==> src/rtl/des_pkg.sv <==
// Shared DES key-schedule constants and helpers.
// Holds the width constants, the PC-1/PC-2 selection tables, the encryption
// left-shift schedule and the state type of the decrypt-order scheduler.
// All vectors use DES numbering: vector bit [W] is DES bit 1 (the MSB).
package des_pkg;

    localparam int KEY_W    = 64;
    localparam int HALF_W   = 28;
    localparam int CD_W     = 2 * HALF_W;
    localparam int SUBKEY_W = 48;

    typedef enum logic {
        IDLE = 1'b0,
        RUN  = 1'b1
    } ks_state_t;

    // PC-1: entry j gives the DES key bit that lands in CD bit j+1.
    localparam int PC1_TAB [56] = '{
        57, 49, 41, 33, 25, 17,  9,
         1, 58, 50, 42, 34, 26, 18,
        10,  2, 59, 51, 43, 35, 27,
        19, 11,  3, 60, 52, 44, 36,
        63, 55, 47, 39, 31, 23, 15,
         7, 62, 54, 46, 38, 30, 22,
        14,  6, 61, 53, 45, 37, 29,
        21, 13,  5, 28, 20, 12,  4
    };

    // PC-2: entry j gives the CD bit that lands in subkey bit j+1.
    localparam int PC2_TAB [48] = '{
        14, 17, 11, 24,  1,  5,
         3, 28, 15,  6, 21, 10,
        23, 19, 12,  4, 26,  8,
        16,  7, 27, 20, 13,  2,
        41, 52, 31, 37, 47, 55,
        30, 40, 51, 45, 33, 48,
        44, 49, 39, 56, 34, 53,
        46, 42, 50, 36, 29, 32
    };

    // Encryption left-shift per round. The decrypt path undoes round r's
    // shift with a right rotate of the same amount when leaving round r.
    localparam logic [1:0] SHIFT_ENC [1:16] = '{
        2'd1, 2'd1, 2'd2, 2'd2, 2'd2, 2'd2, 2'd2, 2'd2,
        2'd1, 2'd2, 2'd2, 2'd2, 2'd2, 2'd2, 2'd2, 2'd1
    };

    // Shift amount for a round number; rounds outside 1..16 map to 1 so the
    // rotator always sees a legal amount (the result is unused there).
    function automatic logic [1:0] shift_enc(input logic [4:0] rnd);
        logic [1:0] amt;
        amt = 2'd1;
        for (int i = 1; i <= 16; i++) begin
            if (rnd == 5'(i)) amt = SHIFT_ENC[i];
        end
        return amt;
    endfunction

    function automatic logic [CD_W:1] pc1(input logic [KEY_W:1] key);
        logic [CD_W:1] cd;
        cd = '0;
        for (int j = 0; j < CD_W; j++) begin
            cd[CD_W - j] = key[KEY_W + 1 - PC1_TAB[j]];
        end
        return cd;
    endfunction

    function automatic logic [SUBKEY_W:1] pc2(input logic [CD_W:1] cd);
        logic [SUBKEY_W:1] sk;
        sk = '0;
        for (int j = 0; j < SUBKEY_W; j++) begin
            sk[SUBKEY_W - j] = cd[CD_W + 1 - PC2_TAB[j]];
        end
        return sk;
    endfunction

endpackage

==> src/rtl/des_rotr28.sv <==
// 28-bit right rotate of one DES key half (DES bit 1 at vector bit [28]).
// Ports:
//   din  - half to rotate
//   amt  - rotate amount, 1 or 2 (any value other than 2 rotates by 1)
//   dout - rotated half
module des_rotr28
    import des_pkg::*;
(
    input  logic [HALF_W:1] din,
    input  logic [1:0]      amt,
    output logic [HALF_W:1] dout
);

    // Right rotate moves the last DES bit back to the front of the half.
    assign dout = (amt == 2'd2) ? {din[2:1], din[HALF_W:3]}
                                : {din[1],   din[HALF_W:2]};

endmodule

==> src/rtl/des_keysched_dec.sv <==
// DES key schedule in decryption order: emits K16 first down to K1, one
// subkey per valid/ready handshake, by right-rotating the C/D halves.
// Ports:
//   clk, rst      - clock, asynchronous active-high reset
//   start         - begin a schedule (taken only when idle); samples key_in
//   key_in        - 64-bit DES key, key_in[64] is DES bit 1
//   subkey        - PC-2 of the current CD, subkey[48] is PC-2 bit 1
//   subkey_round  - round number of subkey, 16 down to 1
//   subkey_valid  - subkey/subkey_round valid
//   subkey_ready  - consumer takes the subkey this cycle
//   busy          - schedule in progress
//   done          - one-cycle pulse after K1 is taken
module des_keysched_dec
    import des_pkg::*;
(
    input  logic                clk,
    input  logic                rst,
    input  logic                start,
    input  logic [KEY_W:1]      key_in,
    output logic [SUBKEY_W:1]   subkey,
    output logic [4:0]          subkey_round,
    output logic                subkey_valid,
    input  logic                subkey_ready,
    output logic                busy,
    output logic                done
);

    ks_state_t       state, state_d;
    logic [CD_W:1]   cd, cd_d;
    logic [4:0]      round, round_d;
    logic            done_d;
    logic [1:0]      amt;
    logic [HALF_W:1] c_rot, d_rot;

    // C16 == C0 because the encryption shifts total 28, so the PC-1 result
    // is already the K16 state and the first subkey needs no rotation.
    assign amt = shift_enc(round);

    des_rotr28 u_rot_c (
        .din  (cd[CD_W:HALF_W+1]),
        .amt  (amt),
        .dout (c_rot)
    );

    des_rotr28 u_rot_d (
        .din  (cd[HALF_W:1]),
        .amt  (amt),
        .dout (d_rot)
    );

    always_ff @(posedge clk or posedge rst) begin
        if (rst) begin
            state <= IDLE;
            cd    <= '0;
            round <= '0;
            done  <= 1'b0;
        end else begin
            state <= state_d;
            cd    <= cd_d;
            round <= round_d;
            done  <= done_d;
        end
    end

    always_comb begin
        state_d = state;
        cd_d    = cd;
        round_d = round;
        done_d  = 1'b0;
        case (state)
            IDLE: begin
                if (start) begin
                    cd_d    = pc1(key_in);
                    round_d = 5'd16;
                    state_d = RUN;
                end
            end
            RUN: begin
                // Without ready, CD and round hold so subkey stays stable.
                if (subkey_ready) begin
                    if (round == 5'd1) begin
                        state_d = IDLE;
                        done_d  = 1'b1;
                        cd_d    = '0;
                        round_d = '0;
                    end else begin
                        cd_d    = {c_rot, d_rot};
                        round_d = round - 5'd1;
                    end
                end
            end
            default: state_d = IDLE;
        endcase
    end

    // Subkey is combinational from CD: valid in the cycle after start.
    assign subkey       = pc2(cd);
    assign subkey_round = round;
    assign subkey_valid = (state == RUN);
    assign busy         = (state == RUN);

endmodule

==> config.mk <==
export PLATFORM = sky130hd
export DESIGN_NAME = des_keysched_dec
export DESIGN_NICKNAME = d
export VERILOG_FILES = /design/src/rtl/des_pkg.sv /design/src/rtl/des_rotr28.sv /design/src/rtl/des_keysched_dec.sv
export SDC_FILE = /design/constraint.sdc
export NUM_CORES = 1
export LEC_CHECK = 0
export ABC_CLOCK_PERIOD_IN_PS = 2700
export BUFFER_PORTS_ARGS = -buffer_cell sky130_fd_sc_hd__buf_2
export CELL_PAD_IN_SITES_DETAIL_PLACEMENT = 0
export CELL_PAD_IN_SITES_GLOBAL_PLACEMENT = 1
export CORE_MARGIN = 5
export CORE_UTILIZATION = 39
export DETAILED_ROUTE_END_ITERATION = 16
export GPL_TIMING_DRIVEN = 0
export PLACE_DENSITY = 0.92
export RECOVER_POWER = 50
export SKIP_CTS_REPAIR_TIMING = 1
export SLEW_MARGIN = 15
export SYNTH_ARGS = -nofsm -noshare
export SYNTH_HDL_FRONTEND = slang
export SYNTH_SLANG_ARGS = --single-unit
==> constraint.sdc <==
create_clock -name clk -period 2.7 [get_ports clk]
set_input_delay 0.675 -clock clk [delete_from_list [all_inputs] [get_ports clk]]
set_output_delay 0.675 -clock clk [all_outputs]
set_load 0.03 [all_outputs]
After elaboration in Yosys (flattened, before gate mapping)
Index checks and enable logic that the tools add are counted.

word-level totals
  register bits = 63
  output and inout bits = 56

cells by class
  equal/unequal tests = 18
  mux-type cells = 31
  reduce and logical (&&, ||, !) cells = 1
  add/sub/neg operators = 1
  bitwise gates (word level) = 1

operators by type and width
  kind                                              count
  2-to-1 mux 56 bit                                 3
  one-hot mux 56 bit (2 select lines)               1
  2-to-1 mux 28 bit                                 2
  == test 5 x 4 -> 1 bit, second input constant     8
  2-to-1 mux 2 bit                                  14
  == test 5 x 3 -> 1 bit, second input constant     4
  2-to-1 mux 5 bit                                  3
  one-hot mux 5 bit (2 select lines)                1
  2-to-1 mux 1 bit                                  6
  == test 5 x 1 -> 1 bit, second input constant     1
  == test 5 x 2 -> 1 bit, second input constant     1
  == test 5 bit, second input constant              1
  subtractor 5 x 1 -> 5 bit, second input constant  1
  != test 2 bit, second input constant              2
  == test 2 bit, second input constant              1
  one-hot mux 1 bit (2 select lines)                1
  AND reduction 2 bit                               1
  inverter 1 bit                                    1

Logic depth before layout (Yosys ltp)
  word-level depth = 20
  mapped depth = 8
  mapped depth without buffers = 6

Modules after synthesis
Synthesis repeated with hierarchy kept, for this count alone.

unflattened totals
  cells, all modules = 413
  area total of the unflattened synthesis = 4300.4 µm²

by module, submodules not included
  module            instances  area an instance (µm²)  sequential area each (µm²)  cells an instance
  des_keysched_dec  1          3389.5                  1576.5                      349
  des_rotr28        2          455.4                   0.0                         32

Least setup slack after synthesis
No wires, ideal clock.

  kind = register -> register
  start = reg round[1], in the netlist subkey_round[1]
  end = reg cd[35] (netlist name)
  data required time = 2577 ps
  clock period less this slack = 2049 ps
  arrival = 1927 ps
  stages on the path, launching flop included = 9
  slack = 651 ps
  buffers on the path = 2
  path through = dfrtp_1 > inv_1 > ha_1 > mux2i_1 > a211o_1 > buf_2 > clkbuf_1 > a21oi_1 > a21oi_1

on the way
  word-level cells in the longest chain between the ends = 20

RTL lines
  item                                     RTL line                source
  from (decl)                              des_keysched_dec.sv:30  logic [4:0] round, round_d;
  from (signal assigned)                   des_keysched_dec.sv:60  round <= round_d;
  == test 5 x 2 -> 1 bit                   des_pkg.sv:54           if (rnd == 5'(i)) amt = SHIFT_ENC[i];
  2-to-1 mux 2 bit (14 in series)          des_pkg.sv:54
  == test 2 bit                            des_rotr28.sv:15        assign dout = (amt == 2'd2) ? {din[2:1], din[HALF_W:3]}
  2-to-1 mux 28 bit                        des_rotr28.sv:15
  2-to-1 mux 56 bit (*)                    des_keysched_dec.sv:81  if (round == 5'd1) begin
  2-to-1 mux 56 bit (*)                    des_keysched_dec.sv:80  if (subkey_ready) begin
  one-hot mux 56 bit (2 select lines) (*)  des_keysched_dec.sv:70  case (state)
  to (signal assigned)                     des_keysched_dec.sv:54  cd <= '0;
  to (signal assigned)                     des_keysched_dec.sv:59  cd <= cd_d;
  to (decl)                                des_keysched_dec.sv:29  logic [CD_W:1] cd, cd_d;

Every way passes the cells marked *; elsewhere a longest branch is shown, timed or not. The select of a mux whose other input is x is not followed.
A chain may end at the register's enable or synchronous reset.

Worst setup path after layout
  start = reg round[1], in the netlist subkey_round[1]
  end = reg cd[48] (netlist name)

Same word-level chain as after synthesis.

==> impl_metrics.json <==
{
  "status": "completed",
  "switching_share_pct": 47.5,
  "leakage_nw": 2.12,
  "die_area_um2": 12900,
  "synth_top_family_by_area": "compound AO/OA/AOI/OAI gates",
  "cts.clk_slew.worst_paths_ns": 0.07,
  "p_switching_mw": 3.48,
  "setup.worst_path.end_class": "register",
  "setup_viol": 0,
  "wl_mm": 11.6,
  "rrSetupSlack_ns": 0.44,
  "cts_sinks": 63,
  "worst_path_largest_cell_delay_ns": 0.43,
  "slew_headroom_pct": 19.0,
  "wl_per_cell_um": 15.9,
  "synth_adder_area_share_pct": 1.50,
  "drt_iter0_drc": 140,
  "cts_made_buffers": 9,
  "grt_first_pass_wirelength_mm": 19.2,
  "rr_worst_depth": 8,
  "period_needed_ns": 2.26,
  "combinationalPowerShare_pct": 59.2,
  "power_density_nw_per_um2": 1430,
  "fin_area_um2": 5120,
  "use_met3_pct": 3.87,
  "min_from": "cd[14]",
  "path_common_cell": "a21oi_1",
  "crit_type": "register to register",
  "viasPerCell": 5.29,
  "grt_max_degree": 39,
  "finalHoldViolCount": 0,
  "power_frac_clock_pct": 12.9,
  "seqPwrFrac_pct": 27.8,
  "syn_avg_cell_area_um2": 8.98,
  "synthesis.area_um2": 4180,
  "grt_pass1_vias": 3909,
  "required_ns": 2.94,
  "synthToLayoutAreaGrowth_pct": 22.7,
  "core_area_um2": 10400,
  "clock.fmax_mhz": 443,
  "tightestPinTransition_ns": 1.21,
  "synth_compound_area_share_pct": 39.1,
  "ios": 124,
  "cts.htree.levels": 3,
  "drc": 0,
  "clockRootBuffer": "clkbuf_8",
  "critical_path.slowest_cell": "dfrtp_1",
  "cts_tree": "done",
  "ys_seq_area_share_pct": 37.7,
  "maxCapViolations": 0,
  "use_met2_pct": 28.5,
  "r2r_end": "cd[48]",
  "die_y_um": 114,
  "grtUsageTotal_pct": 18.0,
  "clk_latency_ns": 0.33,
  "top_usage_layer": "met2",
  "synth.distinct_cells": 27,
  "synth_seq_cells": 63,
  "die_w_um": 114,
  "port_buffers": 115,
  "firstDrtPassIters": 4,
  "cts_buffer_depth": 2,
  "start_kind": "register",
  "diodes": 0,
  "holdCritPathClass": "register to register",
  "r2r-start": "subkey_round[1]",
  "critical_path.startpoint": "subkey_round[1]",
  "crit_path_end": "cd[48]",
  "fp-row-count": 37,
  "power_mw": 7.34,
  "synth_xor_xnor_area_share_pct": 0,
  "cp.arrival_ns": 2.50,
  "grt_util_met1_pct": 24.2,
  "drive_gt1_share_pct": 35.7,
  "globalplace.congestion": 0.802,
  "syn-num-nets": 538,
  "finalMaxSlewViolations": 0,
  "dpl_cell_area_um2": 4950,
  "peakVddDrop_mv": 0.669,
  "crit_path_max_fanout": 10,
  "synth-simple-area-share_pct": 7.46,
  "skew_ns": 0.00945,
  "num_vias": 3875,
  "synthCells": 465,
  "drtAntennaViolNets": 0,
  "grt_overflow": 0,
  "antenna_found_initial": 0,
  "dp.final_hpwl_mm": 8.41,
  "fin_crit_sh_pct": 83.7,
  "fin_nets": 665,
  "synth_warnings": 0,
  "initial_core_util_pct": 40.3,
  "worstPathCellList": "inv_1, ha_1, mux2i_1, a211o_1, buf_2, clkbuf_1, a21oi_1, a21oi_1",
  "rsz0062_at_grt": "no",
  "p_int_mw": 3.85,
  "synthMuxAreaShare_pct": 0.479,
  "utilization_pct": 49.4
}
-- state kept, by name, summed over array words and instances (netlist names) --
signal,cells
done,1
subkey_round,5
busy,1
cd,56
-- cells in the final DEF, fill, tap and decap left out, drive strengths merged --
cell type	synthesis	routed
clkinv	0	1
clkbuf	18	56
ha	5	5
a211oi	1	1
nor4b	1	1
buf	68	158
nor2	5	5
nand2b	2	2
o21a	56	56
and2	1	1
o2bb2ai	1	1
o22ai	57	57
nand3	2	2
clkinvlp	0	1
a21o	1	1
mux2i	2	2
nor3b	1	1
inv	3	2
a211o	1	1
o21ai	3	3
dfrtp	63	63
nand2	59	59
bufinv	0	2
or4b	1	1
nor3	2	2
a21oi	112	112
-- cells by family (layout without fill, tap and decap cells) --
family          after synthesis  count (layout)
compound gates              232             232
buf+inv                      89             220
simple gates                 74              74
flops                        63              63
fa+ha+maj                     5               5
mux                           2               2
-- per-layer routing --
layer	vias up	share of wire, %
li1	1890	-
met1	1840	45
met2	131	47
met3	14	5.8
met4	0	1.6
met5	-	0
-- metrics by stage --
step	instances	TNS, ns	setup slack [ns]	hold slack (ns)
2_1_floorplan	465	0	0.455	0.514
3_3_place_gp	716	-26.94	-0.432	0.535
3_5_place_dp	717	0	0.438	0.546
4_1_cts	732	0	0.430	0.319
5_1_grt	732	0	0.197	0.575
6_report	732	0	0.441	0.553
-- layout make-up --
| cell class | instances | area, µm² |
|---|---|---|
| Fill cell | 1063 | 5250 |
| Multi-Input combinational cell | 313 | 2030 |
| Sequential cell | 63 | 1580 |
| Buffer | 86 | 561 |
| Timing Repair Buffer | 116 | 549 |
| Tap cell | 136 | 170 |
| Clock buffer | 12 | 165 |
| Clock inverter | 3 | 65.1 |
| Inverter | 3 | 12.5 |
-- Yosys cell counts --
cell,number,area [µm²]
clkbuf_1,18,67.6
buf_6,5,56.3
o2bb2ai_1,1,8.76
nand2_1,59,221
o22ai_2,40,500
mux2i_1,2,20.0
o21a_1,56,420
and2_4,1,8.76
buf_2,10,50.1
o21ai_0,3,15.0
buf_4,50,375
nor4b_1,1,8.76
a21oi_1,112,561
or4b_4,1,13.8
inv_1,3,11.3
nand2b_1,2,12.5
nor3b_1,1,7.51
a21o_1,1,7.51
a211o_1,1,8.76
a211oi_1,1,7.51
nor3_1,2,10.0
dfrtp_1,63,1580
ha_1,5,62.6
o22ai_1,17,106
nor2_1,5,18.8
buf_1,3,11.3
nand3_1,2,10.0
-- power groups by stage --
stage                     sequential, mW  clock, mW  combinational (mW)
after floorplan                     1.95          0                3.45
after global placement              2.03          0                4.31
after detailed placement            2.05          0                4.41
after CTS                           2.04      0.967                4.42
after global routing                2.13       1.01                4.75
final                               2.04      0.949                4.34
-- worst min path at each step --
stage	end	slack, ns	depth (start not counted)
floorplan	cd[12]	0.51	2
finish	cd[12]	0.55	2
CTS	cd[40]	0.32	2
global route	cd[46]	0.58	2
detailed placement	cd[12]	0.55	2
global placement	cd[12]	0.53	2
-- worst max-delay path, delay by kind of cell (launching register included) --
| kind | cells | cell delay, ns |
|---|---|---|
| muxes | 1 | 0.26 |
| adders and majority gates | 1 | 0.22 |
| AOI/OAI and AO/OA | 3 | 0.49 |
| DFF | 1 | 0.43 |
| buffers and inverters | 3 | 0.78 |
(Power assumes the default switching activity.)
